`config.mk`:
```
export PLATFORM = sky130hd
export DESIGN_NAME = pixel_scheduler
export DESIGN_NICKNAME = d
export VERILOG_FILES = /design/src/rtl/mandel_pkg.sv /design/src/rtl/rr_arbiter.sv /design/src/rtl/pixel_scheduler.sv
export SDC_FILE = /design/constraint.sdc
export NUM_CORES = 1
export LEC_CHECK = 0
export CAP_MARGIN = 5
export CORE_MARGIN = 2
export CORE_UTILIZATION = 46
export DETAILED_ROUTE_END_ITERATION = 12
export GPL_TIMING_DRIVEN = 0
export PLACE_DENSITY_LB_ADDON = 0.15
export SYNTH_ARGS = -nofsm -noshare
export SYNTH_HDL_FRONTEND = slang
export SYNTH_SLANG_ARGS = --single-unit
```
`constraint.sdc`:
```
create_clock -name clk -period 4.2 [get_ports clk]
set_input_delay 1.05 -clock clk [delete_from_list [all_inputs] [get_ports clk]]
set_output_delay 1.05 -clock clk [all_outputs]
set_load 0.05 [all_outputs]
```
`src/rtl/mandel_pkg.sv`:
```
// Shared definitions for the Mandelbrot frame scheduler: FSM states,
// coord_control strobe encodings and width helpers.
package mandel_pkg;

    typedef enum logic [2:0] {
        StIdle,
        StFrame,
        StSettle,
        StRow,
        StIssue,
        StDone
    } sched_state_e;

    // {next_frame, next_row} as seen by coord_control
    localparam logic [1:0] CTRL_STEP  = 2'b00;
    localparam logic [1:0] CTRL_ROW   = 2'b01;
    localparam logic [1:0] CTRL_FRAME = 2'b10;

    function automatic int unsigned idx_bits(input int unsigned n);
        return (n <= 1) ? 1 : $clog2(n);
    endfunction

    function automatic int unsigned x_bits(input int unsigned bits);
        return bits;
    endfunction

    function automatic int unsigned y_bits(input int unsigned bits);
        return bits - 1;
    endfunction

endpackage

```
`src/rtl/rr_arbiter.sv`:
```
// Round-robin arbiter: search starts one past the last granted index and wraps.
module rr_arbiter
    import mandel_pkg::*;
#(
    parameter int unsigned N = 4
) (
    input  logic         clk,
    input  logic         rst_n,
    input  logic [N-1:0] req,
    input  logic         en,
    output logic [N-1:0] grant
);

    localparam int unsigned LW = idx_bits(N);
    localparam int unsigned PW = idx_bits(2 * N);

    logic [LW-1:0]  r_last;
    logic [LW-1:0]  w_win;
    logic           w_hit;
    logic [2*N-1:0] w_req2;
    logic [PW-1:0]  w_pos;

    // Doubled request vector turns the wrapping search into a linear scan.
    always_comb begin
        w_req2 = {req, req};
        w_hit  = 1'b0;
        w_win  = r_last;
        w_pos  = '0;
        for (int o = 1; o <= int'(N); o++) begin
            w_pos = PW'(r_last) + PW'(o);
            if (!w_hit && w_req2[w_pos]) begin
                w_hit = 1'b1;
                w_win = (w_pos >= PW'(N)) ? LW'(w_pos - PW'(N)) : LW'(w_pos);
            end
        end
    end

    always_comb begin
        grant = '0;
        if (en && w_hit) begin
            grant[w_win] = 1'b1;
        end
    end

    always_ff @(posedge clk) begin
        if (!rst_n) begin
            r_last <= LW'(N - 1);
        end else if (en && w_hit) begin
            r_last <= w_win;
        end
    end

endmodule

```
`src/rtl/pixel_scheduler.sv`:
```
// Walks coord_control through a frame and deals each pixel to one of the
// iteration engines via a round-robin grant.
module pixel_scheduler
    import mandel_pkg::*;
#(
    parameter int unsigned BITS    = 16,
    parameter int unsigned WIDTH   = 320,
    parameter int unsigned HEIGHT  = 240,
    parameter int unsigned ENGINES = 4
) (
    input  logic                           clk,
    input  logic                           rst_n,
    input  logic                           run,
    input  logic [x_bits(BITS)-1:0]        next_x0,
    input  logic [y_bits(BITS)-1:0]        next_y0,
    output logic [x_bits(BITS)-1:0]        x0,
    output logic [y_bits(BITS)-1:0]        y0,
    output logic                           next_frame,
    output logic                           next_row,
    input  logic [ENGINES-1:0]             eng_req,
    output logic [ENGINES-1:0]             eng_grant,
    output logic [idx_bits(WIDTH)-1:0]     job_col,
    output logic [idx_bits(HEIGHT)-1:0]    job_row,
    output logic                           busy,
    output logic                           frame_done
);

    localparam int unsigned CW = idx_bits(WIDTH);
    localparam int unsigned RW = idx_bits(HEIGHT);
    localparam int unsigned XW = x_bits(BITS);
    localparam int unsigned YW = y_bits(BITS);

    sched_state_e r_state, w_state_d;
    logic [XW-1:0] r_x0;
    logic [YW-1:0] r_y0;
    logic [CW-1:0] r_col, w_col_d;
    logic [RW-1:0] r_row, w_row_d;
    logic [1:0]    w_ctrl;
    logic          w_load;
    logic          w_arb_en;
    logic          w_granted;

    // Gate with rst_n so nothing is granted in a reset cycle.
    assign w_arb_en  = (r_state == StIssue) && rst_n;
    assign w_granted = |eng_grant;

    rr_arbiter #(
        .N (ENGINES)
    ) u_arb (
        .clk   (clk),
        .rst_n (rst_n),
        .req   (eng_req),
        .en    (w_arb_en),
        .grant (eng_grant)
    );

    always_comb begin
        w_state_d  = r_state;
        w_col_d    = r_col;
        w_row_d    = r_row;
        w_ctrl     = CTRL_STEP;
        w_load     = 1'b0;
        busy       = 1'b1;
        frame_done = 1'b0;
        unique case (r_state)
            StIdle: begin
                busy = 1'b0;
                if (run) begin
                    w_state_d = StFrame;
                end
            end
            StFrame: begin
                w_ctrl    = CTRL_FRAME;
                w_load    = 1'b1;
                w_col_d   = '0;
                w_row_d   = '0;
                w_state_d = StSettle;
            end
            StSettle: begin
                w_state_d = StRow;
            end
            StRow: begin
                w_ctrl    = CTRL_ROW;
                w_load    = 1'b1;
                w_state_d = StIssue;
            end
            StIssue: begin
                if (w_granted) begin
                    w_load = 1'b1;
                    if (r_col == CW'(WIDTH - 1)) begin
                        w_col_d = '0;
                        if (r_row == RW'(HEIGHT - 1)) begin
                            w_state_d = StDone;
                        end else begin
                            w_row_d   = r_row + RW'(1);
                            w_state_d = StRow;
                        end
                    end else begin
                        w_col_d = r_col + CW'(1);
                    end
                end
            end
            StDone: begin
                frame_done = 1'b1;
                w_state_d  = run ? StFrame : StIdle;
            end
            default: begin
                busy      = 1'b0;
                w_state_d = StIdle;
            end
        endcase
    end

    assign next_frame = (w_ctrl == CTRL_FRAME);
    assign next_row   = (w_ctrl == CTRL_ROW);

    always_ff @(posedge clk) begin
        if (!rst_n) begin
            r_state <= StIdle;
            r_x0    <= '0;
            r_y0    <= '0;
            r_col   <= '0;
            r_row   <= '0;
        end else begin
            r_state <= w_state_d;
            r_col   <= w_col_d;
            r_row   <= w_row_d;
            if (w_load) begin
                r_x0 <= next_x0;
                r_y0 <= next_y0;
            end
        end
    end

    assign x0      = r_x0;
    assign y0      = r_y0;
    assign job_col = r_col;
    assign job_row = r_row;

endmodule

```
### Word level (Yosys, flattened, before mapping)

Index checks and enable logic that the tools add are counted.

* add/sub/neg operators: 10
* mux-type cells: 41
* divide/modulo/power cells: 0
* magnitude comparators: 10
* shift operators: 0
* equality and inequality tests: 13
* reductions and logical operators: 17
* bitwise operators: 0
* $mul: 0

Operator list (count)
* two-way mux 8 bit: 3
* two-way mux 9 bit: 2
* one-hot mux 3 bit (6 select lines): 1
* one-hot mux 9 bit (2 select lines): 1
* less-than comparator 3 x 4 -> 1 bit, second input constant: 4
* two-way mux 2 bit: 8
* one-hot mux 8 bit (2 select lines): 1
* two-way mux 1 bit: 13
* binary-select mux 1 bit (select 3 bit): 4
* >= comparator 3 bit, second input constant: 4
* two-way mux 3 bit: 4
* adder 9 x 1 -> 9 bit, second input constant: 1
* == test 9 bit, second input constant: 1
* adder 8 x 1 -> 8 bit, second input constant: 1
* == test 8 bit, second input constant: 1
* subtractor 2 x 1 -> 2 bit, second input constant: 4
* adder 2 x 2 -> 3 bit, second input constant: 2
* == test 3 x 2 -> 1 bit, second input constant: 2
* == test 3 bit, second input constant: 2
* logical AND 1 bit: 6
* inequality test 2 bit, second input constant: 3
* OR reduction 5 bit: 1
* two-way mux 4 bit: 1
* one-hot mux 2 bit (2 select lines): 1
* other kinds (18): 20

* memory bits (read-only): 0
* register bits after elaboration: 53
* RAM bits: 0
* output and inout bits: 56
* bits of input ports: 38
* latch bits: 0
* memories: 0

### Depth between registers and ports, before layout

* depth in word-level cells: 21
* gate-level depth with buffers: 8
* gate-level depth less buffers: 6

### Hierarchy

Synthesis repeated with hierarchy kept, for this count alone.

* cell total of the unflattened synthesis: 306
* area, all modules: 2448.6 µm²

Modules (own cells, without submodules)
* pixel_scheduler: times used 1, area each 2234.6 µm², cells an instance 279
* rr_arbiter: times used 1, area each 214.0 µm², cells an instance 27

### Worst setup path before layout

Ideal clock, no wire load.

* path type: input to output
* start point: input eng_req[3]
* end point: output eng_grant[2]
* slack: 0.322 ns
* required time: 3.150 ns
* stages: 5
* arrival: 2.828 ns
* buffers on the path: 0
* path through: nand2b_1 o21ai_0 a221oi_1 inv_1 nor3_1

* word-level cells in the longest chain between the ends: 17

RTL lines
* start, declared: line pixel_scheduler.sv:20 `input logic [ENGINES-1:0] eng_req,`
* binary-select mux 1 bit (select 3 bit): line rr_arbiter.sv:31 `if (!w_hit && w_req2[w_pos]) begin`
* two-way mux 1 bit (not written as such): line rr_arbiter.sv:31
* two-way mux 1 bit: line rr_arbiter.sv:31
* logical NOT 1 bit: line rr_arbiter.sv:31
* logical AND 1 bit: line rr_arbiter.sv:31
* two-way mux 1 bit: line rr_arbiter.sv:31
* logical NOT 1 bit: line rr_arbiter.sv:31
* logical AND 1 bit: line rr_arbiter.sv:31
* two-way mux 1 bit: line rr_arbiter.sv:31
* logical NOT 1 bit: line rr_arbiter.sv:31
* logical AND 1 bit: line rr_arbiter.sv:31
* two-way mux 2 bit: line rr_arbiter.sv:31
* less-than comparator 2 x 3 -> 1 bit (not written as such) / >= comparator 2 x 1 -> 1 bit (equally long branches): line rr_arbiter.sv:41 `grant[w_win] = 1'b1;`
* logical AND 1 bit (not written as such): line rr_arbiter.sv:41
* two-way mux 1 bit (not written as such): line rr_arbiter.sv:41
* demux 1 bit (select 2 bit)
* two-way mux 4 bit *: line rr_arbiter.sv:40 `if (en && w_hit) begin`
* end, declared: line pixel_scheduler.sv:21 `output logic [ENGINES-1:0] eng_grant,`

Mark *: on every way between the ends. The rest lies on a longest branch, timed or not. The select of a mux whose other input is x is not followed.

### Worst setup path after layout

* start point: input eng_req[3]
* end point: output eng_grant[0]

Same word-level chain as after synthesis.

==> results.toml <==
[place]
routabilityCongestion = 0.784
hpwl_um = 4360
io_buffers = 93
place_worst_setup_slack_ps = -222
place_area_um2 = 3320

[clocking]
postCtsHoldBufs = 0
tritoncts.num_buffers = 5
cts.sink_count = 53
htreeDepth = 2
ctsLongestPathBuffers = 2
clockRootBuffer = "clkbuf_8"
tritoncts = "built"
clk-insertion-delay-late_ps = 300
clk_pin_slew_worst_paths_ps = 90

[route]
firstDrtPassIters = 4
met1Wirelength_um = 2420
top_layer_used = "met4"
vias = 2259
drt.antenna.violating_nets = 0
dr_wl_met2_um = 2850
detail_route.wirelength_um = 5740
wire_length_on_met3_um = 391
route.detailed.vias_per_inst = 5.01
drc = 0
routed_wire_length_per_instance_um = 12.7
drt_iter0_markers = 75

[setup_path]
worst_endpoint_data_arrival_time_ps = 2970
critical-path-max-stage-delay_ps = 530
ordered_cell_list_for_the_critical_path = "clkdlybuf4s50_1 > nand2b_1 > o21ai_0 > a221oi_1 > inv_1 > nor2_1 > dlygate4sd2_1"
slowest_stage = "dlygate4sd2_1"
top_fanout_value_on_the_critical_path = 4
worst-r2r-cell-count = 8
worst-endpoint-required_ps = 3150
worstSetupPathType = "input pin to output port"
critical_path.top_delay_family = "buffers and inverters"
worst-path-buf-inv = 3
critical_path_cell_count = 7
setup.worst_path.end_class = "output port"
crit_path_start_kind = "input pin"

[pwr]
power.density_nw_per_um2 = 372
p_leak_nw = 1.21
finalPower_w = 0.00126
worst_ir_drop_vdd_uv = 199

[global_routing]
overall_fraction_of_global_route_tracks_in_use_pct = 21.3
gr-total-overflow = 0
grt_max_degree = 15
grt_pass1_vias = 2102
grt_antenna_before_repair = 0
grt_pass1_wl_um = 9300

[finish]
n_fill_cell = 429
layout_cell_share_with_drive_strength_beyond_1_pct = 6.51
layout.cell_area.non_filler_um2 = 3390
syn_to_final_growth_pct = 47.4
antenna_cells_inserted = 0
nets = 424

[yosys]
yosys_most_used_dff = "dfxtp_1"
netlist_area_um2 = 2300
synthCells = 284
synth_top_area_cell = "dfxtp_1"
synth.area.top_cells = "dfxtp_1 (46%), nand2_1 (12%), a21oi_1 (8.3%)"
synth-edff-count = 0
postSynthRegisterBits = 53
synthDominantCellAreaShare_pct = 46.1
avgSynthCellArea_um2 = 8.11
ys.warnings.count = 0
mappedNetlistNets = 324
post_synth_num_cell_types = 41
synth_sequential_area_ratio_pct = 46.1
async_flop_share_pct = 0

[timing]
hold_viol_final = 0
max_freq_mhz = 249
finalMaxSlewViolations = 0
tns_ps = 0
finalSetupViolCount = 0
fin_crit_sh_pct = 95.8
timing.slew.headroom_pct = 46.9
clock-skew-final_ps = 4.94
worst_pin_slew_ps = 793
rsz_0062_raised_after_global_routing = "no"
clock_period_minus_worst_slack_ps = 4020
hold_slack_ps = 453
finalWorstSetupSlack_ps = 178

[floorplanning]
rows = 25
io-pin-count = 94
dieArea_um2 = 5590
die_height_um = 74.7
start_util_pct = 48.1
placeableCoreArea_um2 = 4790
die_w_um = 74.7

[worst_hold_path]
min_path_cells = 2
hold_path_class = "flop to flop"

[job]
max-cap-violations = 0

[run_status]
status = "finished, final reports clean"
per-layer routing:
metal	global-route usage (%)	vias to the layer above
met5	0	-
met3	7.10	6
met1	26.3	1034
met2	35.8	59
met4	5.56	0
li1	-	1160
flip-flops by register name, summed over array words and instances (netlist names):
signal	flops
y0	15
x0	16
job_row	8
r_state	3
u_arb.r_last	2
job_col	9
worst reg2reg max path, stage by stage, from the launching register on:
cell      delay [ps]
dfxtp_1          320
clkbuf_1         250
or3b_1           160
clkbuf_1         250
or2_1            260
o21a_1           220
clkbuf_1         370
nand2_1          130
a21oi_1          150
cell families (layout without fill, tap and decap cells):
family | after synthesis | count (layout) | share of synthesized area, %
mux | 1 | 1 | 0.435
xor+xnor | 13 | 13 | 4.95
buf+inv | 21 | 121 | 3.75
flops | 53 | 53 | 46.1
compound gates | 60 | 60 | 17.6
simple gates | 134 | 134 | 26.1
fa+ha+maj | 2 | 2 | 1.09
final cells by class:
class	instances	area (µm²)	area share [%]
sequential	53	1060	31.3
multi-input combinational	210	1150	34.0
inverter	6	22.5	0.663
tap	67	83.8	2.47
buffer	15	63.8	1.88
timing repair buffer	93	922	27.2
clock buffer	7	86.3	2.54
placed cells by master, fill, tap and decap left out, types with 4 or more instances in the layout:
| master | n |
|---|---|
| clkdlybuf4s50_1 | 89 |
| nand2_1 | 73 |
| dfxtp_1 | 53 |
| a21oi_1 | 38 |
| nor2_1 | 25 |
| clkbuf_1 | 10 |
| xnor2_1 | 8 |
| nand3_1 | 7 |
| buf_2 | 6 |
| nor3_1 | 6 |
| clkbuf_8 | 6 |
| inv_1 | 5 |
| xor2_1 | 5 |
| nand2b_1 | 4 |
| o21ai_0 | 4 |
| nand4_1 | 4 |
| a221oi_2 | 4 |
synth_stat cells (2+ instances only):
cell type	instances
nand2_1	73
dfxtp_1	53
a21oi_1	38
nor2_1	25
clkbuf_1	9
xnor2_1	8
nand3_1	7
buf_2	6
nor3_1	6
inv_1	5
xor2_1	5
a221oi_2	4
nand2b_1	4
nand4_1	4
o21ai_0	4
and3_1	3
ha_1	2
nor3b_1	2
o21a_1	2
o21ai_2	2
or3b_1	2
path summary, 6_finish.rpt:
path / slack, ps / startpoint / to
hold / removal: 450 / y0[9]$_SDFFE_PN0P_ / y0[9]$_SDFFE_PN0P_
setup reg to reg: 2020 / r_state[0]$_SDFFE_PN0P_ / y0[8]$_SDFFE_PN0P_
setup / recovery: 180 / eng_req[3] / eng_grant[0]
hold reg to reg: 450 / y0[9]$_SDFFE_PN0P_ / y0[9]$_SDFFE_PN0P_
through the flow:
step                utilization, %  instances
floorplan                        -        284
global placement              69.3        444
detailed placement            69.3        444
CTS                           71.0        451
global route                  70.9        451
finish                        70.9        451
timing repair:
| action | 4_1_cts | 5_1_grt |
|---|---|---|
| resized for setup | 4 | 3 |
| setup endpoints to repair | 4 | 1 |
| buffers inserted | 0 | 0 |
power by group:
part           leakage [nW]  switching, W  internal (W)
logic                 0.735      0.000271      0.000148
clock network        0.0443      0.000154      0.000131
registers             0.431     0.0000187      0.000540
Note: power is estimated with default switching activity, not from simulation.
